[src/rtl/stream_demux_2out.sv]
// Two-way stream demultiplexer. Each destination has its own 2-entry skid FIFO
// and an 8-bit delivered-beat counter, so a stalled sink never blocks the other.

module stream_demux_lane #(
  parameter int DATA_W = 8
) (
  input  logic              clk,
  input  logic              rst_n,
  input  logic              push,
  input  logic [DATA_W-1:0] push_data,
  input  logic              out_ready,
  input  logic              cnt_clr,
  output logic              full,
  output logic              out_valid,
  output logic [DATA_W-1:0] out_data,
  output logic [7:0]        cnt
);
  typedef enum logic [1:0] {EMPTY, ONE, TWO} fifo_st_e;

  fifo_st_e          st;
  logic [DATA_W-1:0] head, tail;
  logic              pop;

  assign out_valid = (st != EMPTY);
  assign full      = (st == TWO);
  assign pop       = out_valid & out_ready;
  // Head is masked so the data bus reads zero whenever nothing is buffered.
  assign out_data  = out_valid ? head : '0;

  always_ff @(posedge clk or negedge rst_n) begin
    if (!rst_n) begin
      st   <= EMPTY;
      head <= '0;
      tail <= '0;
      cnt  <= '0;
    end else begin
      unique case (st)
        EMPTY: if (push) begin
          head <= push_data;
          st   <= ONE;
        end
        ONE: begin
          if (push && pop) head <= push_data;
          else if (push) begin
            tail <= push_data;
            st   <= TWO;
          end else if (pop) st <= EMPTY;
        end
        TWO: if (pop) begin
          head <= tail;
          st   <= ONE;
        end
        default: st <= EMPTY;
      endcase
      if (cnt_clr)  cnt <= '0;
      else if (pop) cnt <= cnt + 8'd1;
    end
  end
endmodule

module stream_demux_2out #(
  parameter int DATA_W = 8
) (
  input  logic              clk,
  input  logic              rst_n,
  input  logic [DATA_W-1:0] in_data,
  input  logic              in_sel,
  input  logic              in_valid,
  output logic              in_ready,
  output logic [DATA_W-1:0] out0_data,
  output logic [DATA_W-1:0] out1_data,
  output logic              out0_valid,
  output logic              out1_valid,
  input  logic              out0_ready,
  input  logic              out1_ready,
  output logic [7:0]        cnt0,
  output logic [7:0]        cnt1,
  input  logic              cnt_clr
);
  localparam int NUM_OUT = 2;

  typedef struct packed {
    logic [DATA_W-1:0] data;
    logic              sel;
  } req_t;

  req_t                             req;
  logic [NUM_OUT-1:0]               full, push, o_vld, o_rdy;
  logic [NUM_OUT-1:0][DATA_W-1:0]   o_data;
  logic [NUM_OUT-1:0][7:0]          o_cnt;

  assign req   = '{data: in_data, sel: in_sel};
  assign o_rdy = {out1_ready, out0_ready};
  // Ready depends only on FIFO state and the routing bit, never on sink ready.
  assign in_ready = rst_n & ~full[req.sel];

  for (genvar g = 0; g < NUM_OUT; g++) begin : g_lane
    assign push[g] = in_valid & in_ready & (req.sel == 1'(g));
    stream_demux_lane #(.DATA_W(DATA_W)) u_lane (
      .clk       (clk),
      .rst_n     (rst_n),
      .push      (push[g]),
      .push_data (req.data),
      .out_ready (o_rdy[g]),
      .cnt_clr   (cnt_clr),
      .full      (full[g]),
      .out_valid (o_vld[g]),
      .out_data  (o_data[g]),
      .cnt       (o_cnt[g])
    );
  end

  assign out0_data  = o_data[0];
  assign out1_data  = o_data[1];
  assign out0_valid = o_vld[0];
  assign out1_valid = o_vld[1];
  assign cnt0       = o_cnt[0];
  assign cnt1       = o_cnt[1];
endmodule
[config.mk]
export PLATFORM = sky130hd
export DESIGN_NAME = stream_demux_2out
export DESIGN_NICKNAME = d
export VERILOG_FILES = /design/src/rtl/stream_demux_2out.sv
export SDC_FILE = /design/constraint.sdc
export NUM_CORES = 1
export LEC_CHECK = 0
export BUFFER_PORTS_ARGS = -buffer_cell sky130_fd_sc_hd__clkbuf_2
export CAP_MARGIN = 15
export CORE_ASPECT_RATIO = 1.5
export CORE_UTILIZATION = 55
export CTS_CLUSTER_DIAMETER = 50
export DETAILED_ROUTE_END_ITERATION = 10
export PLACE_DENSITY = 0.89
export SKIP_LAST_GASP = 1
export SLEW_MARGIN = 30
export SYNTH_ARGS = -nofsm -noshare
export SYNTH_HDL_FRONTEND = slang
export SYNTH_SLANG_ARGS = --single-unit
[constraint.sdc]
create_clock -name clk -period 1.7 [get_ports clk]
set_input_delay 0.085 -clock clk [delete_from_list [all_inputs] [get_ports clk]]
set_output_delay 0.085 -clock clk [all_outputs]
set_load 0.03 [all_outputs]
==> qor.yml, run 1 <==
ys_seq_area_share_pct: 49.64
cp_top_family: "flip-flops"
synth_ff_type: "dfrtp_1"
setup_viol_count_final: 0
vias: 1838
clk_pin_slew_worst_paths_ns: 0.09
synthTopCellsByCount: "dfrtp_1, mux2_2, nor2b_1"
htreeDepth: 2
required_ns: 1.62
worst-path-max-fanout: 10
drc: 0
synth_edf_count: 0
io_buffers: 49
die_h_um: 86.55
synth_area_leader_cell: "dfrtp_1"
antennaDiodeCount: 0
netlist.area_leader.share_pct: 49.64
hold_buffers: 0
ctsRootBufferMaster: "clkbuf_8"
place_inst: 323
violations: "hold timing"
yosysUniqueCellTypes: 32
rows: 30
postRouteAntennaNets: 0
die_w_um: 58.37
end_kind: "output pin"
core_mm2: 0.004542
vias_per_cell: 5.553
track_usage_pct: 21.23
ys_warn_count: 0
clock_latency_ns: 0.31
layout.nets: 283
fmax_mhz: 623.0
critPathKind: "flop to output pin"
whs_ns: -0.009076
p_total_mw: 3.056
cts_setup_buffers: 0
ys_ff_latch: 52
initial_core_util_pct: 57.71
wl_per_cell_um: 14.63
first_global_vias: 1777
crit_slowest_cell: "dfrtp_2"
grt_first_pass_wirelength_um: 8135
area_delta_synth_final_pct: 16.66
max_slew_margin_pct: 56.42
r2r_setup_slack_ns: 0.12
async_flop_share_pct: 100.0
grt_overflow: 0
slew_viol_final: 0
critical-path-max-stage-delay_ns: 0.46
hpwl_um: 3586
ir_drop_uv: 930.7
antenna_found_initial: 0
final_cells: 331
outcome: "finished with violations"
die-area_mm2: 0.005051
cts_made_buffers: 5
critPathBufInv: 1
power.density_mw_per_mm2: 999.5
hold_violations: 11
path_cells: "and2b_2, nand2_1, o211a_1, clkbuf_2"
drt-total-wl_um: 4843
first_pass_iters: 4
fillers: 365
finalCritPeriodShare_pct: 94.42
io_pins: 50
synth_area_leaders: "dfrtp_1, mux2_2, mux2_4"
cts_sinks: 52
grt_max_degree: 54
synthCells: 212
avgSynthCellArea_um2: 12.36
drv_cap: 0
regArea_mm2: 0.001304
start_kind: "flop"
first_iter_violations: 141
synth_most_common_cell: "dfrtp_1"
max-clock-path-buffers: 2
fin_skew_ns: 0.006759
final_core_util_pct: 67.33
rsz0062_at_grt: "no"
gp_congestion: 0.7931
fin_crit_ns: 1.605
cts_tree: "done"
worst_pin_slew_ns: 0.6538
multiInputGateArea_mm2: 0.001269
crit_arrival_ns: 1.52
syn_nets: 229
p_leak_nw: 1.435
netlist_area_mm2: 0.002621
layout-drive-gt1-share_pct: 44.57
hold_class: "primary input to async pin"
[cells in the final DEF (no fill, tap or decap)]
cell / instances
a21oi_1: 10
a41oi_1: 1
and2b_2: 1
buf_4: 6
bufinv_16: 1
clkbuf_1: 1
clkbuf_2: 49
clkbuf_8: 5
clkinv_2: 1
dfrtp_1: 50
dfrtp_2: 2
ha_1: 2
inv_1: 2
mux2_2: 38
mux2_4: 10
mux2i_1: 2
nand2_1: 7
nand2b_1: 2
nand3_2: 1
nand3b_1: 2
nand3b_4: 1
nand4_1: 4
nor2_1: 9
nor2b_1: 20
o211a_1: 1
o211ai_1: 4
o21ai_0: 11
o31ai_1: 4
o31ai_4: 2
or3_1: 6
or3_4: 1
or3b_4: 1
or4_1: 4
xnor2_1: 1
xor2_1: 5
[metal layers]
metal / GRT usage [%] / vias to the layer above / part of all wire [%]
met4: 6.494 / 0 / 1.3
li1: - / 871 / -
met3: 4.776 / 6 / 3.4
met1: 25.47 / 919 / 41
met2: 37.41 / 42 / 54
met5: 0 / - / 0
[registers in the layout, summed over array words and instances (netlist names)]
signal,flops
g_lane.u_lane.tail,16
g_lane.u_lane.cnt,16
g_lane.u_lane.head,16
g_lane.u_lane.st,4
[cell type report]
cell class / count / share of cell area (%)
clock buffer: 6 / 2.373
sequential: 52 / 42.64
timing repair buffer: 55 / 9.493
clock inverter: 2 / 1.146
tap: 64 / 2.619
inverter: 2 / 0.2455
multi-input combinational: 150 / 41.49
[worst paths after layout]
path | start | end | cells after the start
min in group clk | out1_ready | g_lane[1].u_lane.st[1] | 2
setup / recovery | g_lane[1].u_lane.st[0] | in_ready | 4
hold / removal | rst_n | g_lane[0].u_lane.cnt[2] | 2
setup reg to reg | g_lane[0].u_lane.st[1] | g_lane[0].u_lane.head[5] | 3
max in group asynchronous | rst_n | g_lane[1].u_lane.st[0] | 2
hold reg to reg | g_lane[0].u_lane.head[7] | g_lane[0].u_lane.head[7] | 1
[repair_timing]
action                     4_1_cts  5_1_grt
hold endpoints to repair         0        0
setup endpoints to repair        9        3
gates resized for setup          2        3
[kinds of logic after synthesis]
group | synth area share (%)
mux | 22.82
buf+inv | 2.291
simple gates | 13.65
xor+xnor | 2.005
flops | 49.64
compound gates | 8.640
fa+ha+maj | 0.9545
[power breakdown]
part,internal (mW),switching (mW),leakage (nW)
Clock,0.437,0.392,0.0552
Combinational,0.338,0.320,0.709
Sequential,1.45,0.120,0.671
Total,2.22,0.832,1.44
[stage by stage]
step | TNS, ns | area [µm²] | setup WS (ns) | hold slack [ns]
after global routing | 0 | 3058 | 0.002639 | 0.03907
after global placement | 0 | 2939 | 0.05461 | 0.3412
after detailed placement | -0.1723 | 2939 | -0.02994 | 0.3551
after floorplan | 0 | 2621 | 0.1787 | -0.2106
after CTS | 0 | 3050 | 0.04760 | 0.02302
final | 0 | 3058 | 0.09493 | -0.009076
No activity file was read; power rests on OpenSTA's default activity.
==> inputs of run 2 (changes only) <==
GPL_TIMING_DRIVEN = 0   (was not set)
==> run 2 against run 1 <==
The flow still finishes with violations (hold timing). Die area did not move. Sequential share of layout area down 0.27 points. Largest power group unchanged. Clock-buffer cell count shrank 1. Setup slack got worse by 0.029 ns.
==> qor.yml, run 2 (synthesis gave the netlist of run 1 again) <==
grt_first_pass_wirelength_um: 7990  # -1.8%
fillers: 332  # -9.0%
p_leak_nw: 1.438  # +0.23%
whs_ns: -0.2776  # -0.2686 ns
track_usage_pct: 21.25  # +0.025 points
start_kind: "flop"
reg_top3: "g_lane.u_lane.cnt: 16 flops, g_lane.u_lane.head: 16 flops, g_lane.u_lane.tail: 16 flops"
vias_per_cell: 5.521  # -0.57%
slew_viol_final: 0  # unchanged
required_ns: 1.90  # +0.28 ns
first_iter_violations: 95  # -33%
hpwl_um: 3627  # +1.1%
final_common_cell: "dfrtp_1"
regArea_mm2: 0.001301  # -0.19%
rsz0062_at_grt: "no"
final_cell_mix: "dfrtp_1, clkbuf_2, mux2_2"
htreeDepth: 2  # unchanged
postRouteAntennaNets: 0  # unchanged
antenna_found_initial: 0  # unchanged
max-clock-path-buffers: 2  # unchanged
final_cells: 332  # +0.30%
layout-drive-gt1-share_pct: 43.28  # -1.3 points
multiInputGateArea_mm2: 0.001265  # -0.30%
hold_violations: 52  # +41
p_total_mw: 3.065  # +0.27%
initial_core_util_pct: 57.71  # unchanged
final_core_util_pct: 67.63  # +0.30 points
wl_per_cell_um: 15.06  # +3.0%
clk_pin_slew_worst_paths_ns: 0.09  # about the same
finalInstanceArea_mm2: 0.003072  # +0.45%
area_delta_synth_final_pct: 17.18
post-place-ws_ns: -0.3283  # -0.2983 ns
cts_made_buffers: 5  # unchanged
io_buffers: 48  # -2.0%
max_slew_margin_pct: 66.35  # +9.9 points
worst_pin_slew_ns: 0.5047  # -0.1490 ns
first_pass_iters: 4  # unchanged
drv_cap: 0  # unchanged
violations: "hold timing"
place_inst: 324  # +0.31%
layout.nets: 284  # +0.35%
critPathKind: "flop to flop"
vias: 1833  # -0.27%
ctsRootBufferMaster: "clkbuf_8"
cts_sinks: 52  # unchanged
first_global_vias: 1752  # -1.4%
fmax_mhz: 611.8  # -1.8%
fin_crit_ns: 1.635  # +0.02944 ns
die-area_mm2: 0.005051  # unchanged
power.density_mw_per_mm2: 997.7  # -0.18%
cts_setup_buffers: 0  # unchanged
hold_class: "primary input to async pin"
outcome: "finished with violations"
crit_arrival_ns: 1.83  # +0.31 ns
clock_latency_ns: 0.31  # about the same
finalWorstSetupSlack_ns: 0.06549  # -0.02944 ns
core_mm2: 0.004542  # unchanged
gp_congestion: 0.7376  # -7.0%
ir_drop_uv: 835.5  # -10%
drt-total-wl_um: 5001  # +3.3%
reg2reg_from: "g_lane[0].u_lane.st[1]"
crit_path_start: "g_lane[0].u_lane.st[1]"
fin_skew_ns: 0.004788  # -0.001971 ns
die_w_um: 58.37  # unchanged
worst-path-max-fanout: 10  # unchanged
io_pins: 50  # unchanged
dpl_cell_area_mm2: 0.002944  # +0.17%
grt_overflow: 0  # unchanged
end_kind: "flop"
cts_tree: "done"
setup-tns-final_ns: 0  # unchanged
rows: 30  # unchanged
grt_max_degree: 57  # +5.6%
antennaDiodeCount: 0  # unchanged
drc: 0  # unchanged
die_h_um: 86.55  # unchanged
setup_viol_count_final: 0  # unchanged
finalCritPeriodShare_pct: 96.15  # +1.7 points
==> run 2: layer usage <==
| metal | vias up | share of wire, % | global-route usage [%] |
|---|---|---|---|
| li1 | 875 | - | - |
| met1 | 897 | 40 | 24.06 |
| met2 | 51 | 55 | 37.93 |
| met3 | 10 | 3.8 | 4.776 |
| met4 | 0 | 2.0 | 8.658 |
| met5 | - | 0 | 0 |
==> run 2: worst max-delay path, stage by stage, from the launching register on <==
cell      delay [ns]
dfrtp_1         0.32
buf_2           0.22
nor2b_1         0.16
clkbuf_4        0.21
mux2_2          0.35
mux2_2          0.27
==> run 2: timing repair <==
action                                  CTS  global route
endpoints found under the setup margin    9            36
resized for setup                         1             9
hold endpoints to repair                 52            52
==> run 2: cell type report <==
class | instances | area share, %
Sequential cell | 52 | 42.36
Multi-Input combinational cell | 150 | 41.18
Timing Repair Buffer | 48 | 8.106
Tap cell | 64 | 2.607
Clock buffer | 5 | 2.240
Buffer | 8 | 1.874
Clock inverter | 3 | 1.385
Inverter | 2 | 0.2444
==> run 2: power by group <==
part / internal (mW) / total, mW / switching (mW)
clock network: 0.436 / 0.839 / 0.403
registers: 1.45 / 1.56 / 0.116
logic: 0.332 / 0.661 / 0.329
==> run 2: path summary, 6_finish.rpt <==
check	to	slack (ns)	cells after the start
min reg2reg	g_lane[0].u_lane.head[7]	0.51	1
min in group clk	g_lane[1].u_lane.st[1]	0.03	2
max reg2reg	g_lane[0].u_lane.head[4]	0.07	5
max in group asynchronous	g_lane[1].u_lane.tail[4]	1.62	1
min	g_lane[0].u_lane.cnt[7]	-0.28	1
max	g_lane[0].u_lane.head[4]	0.07	5
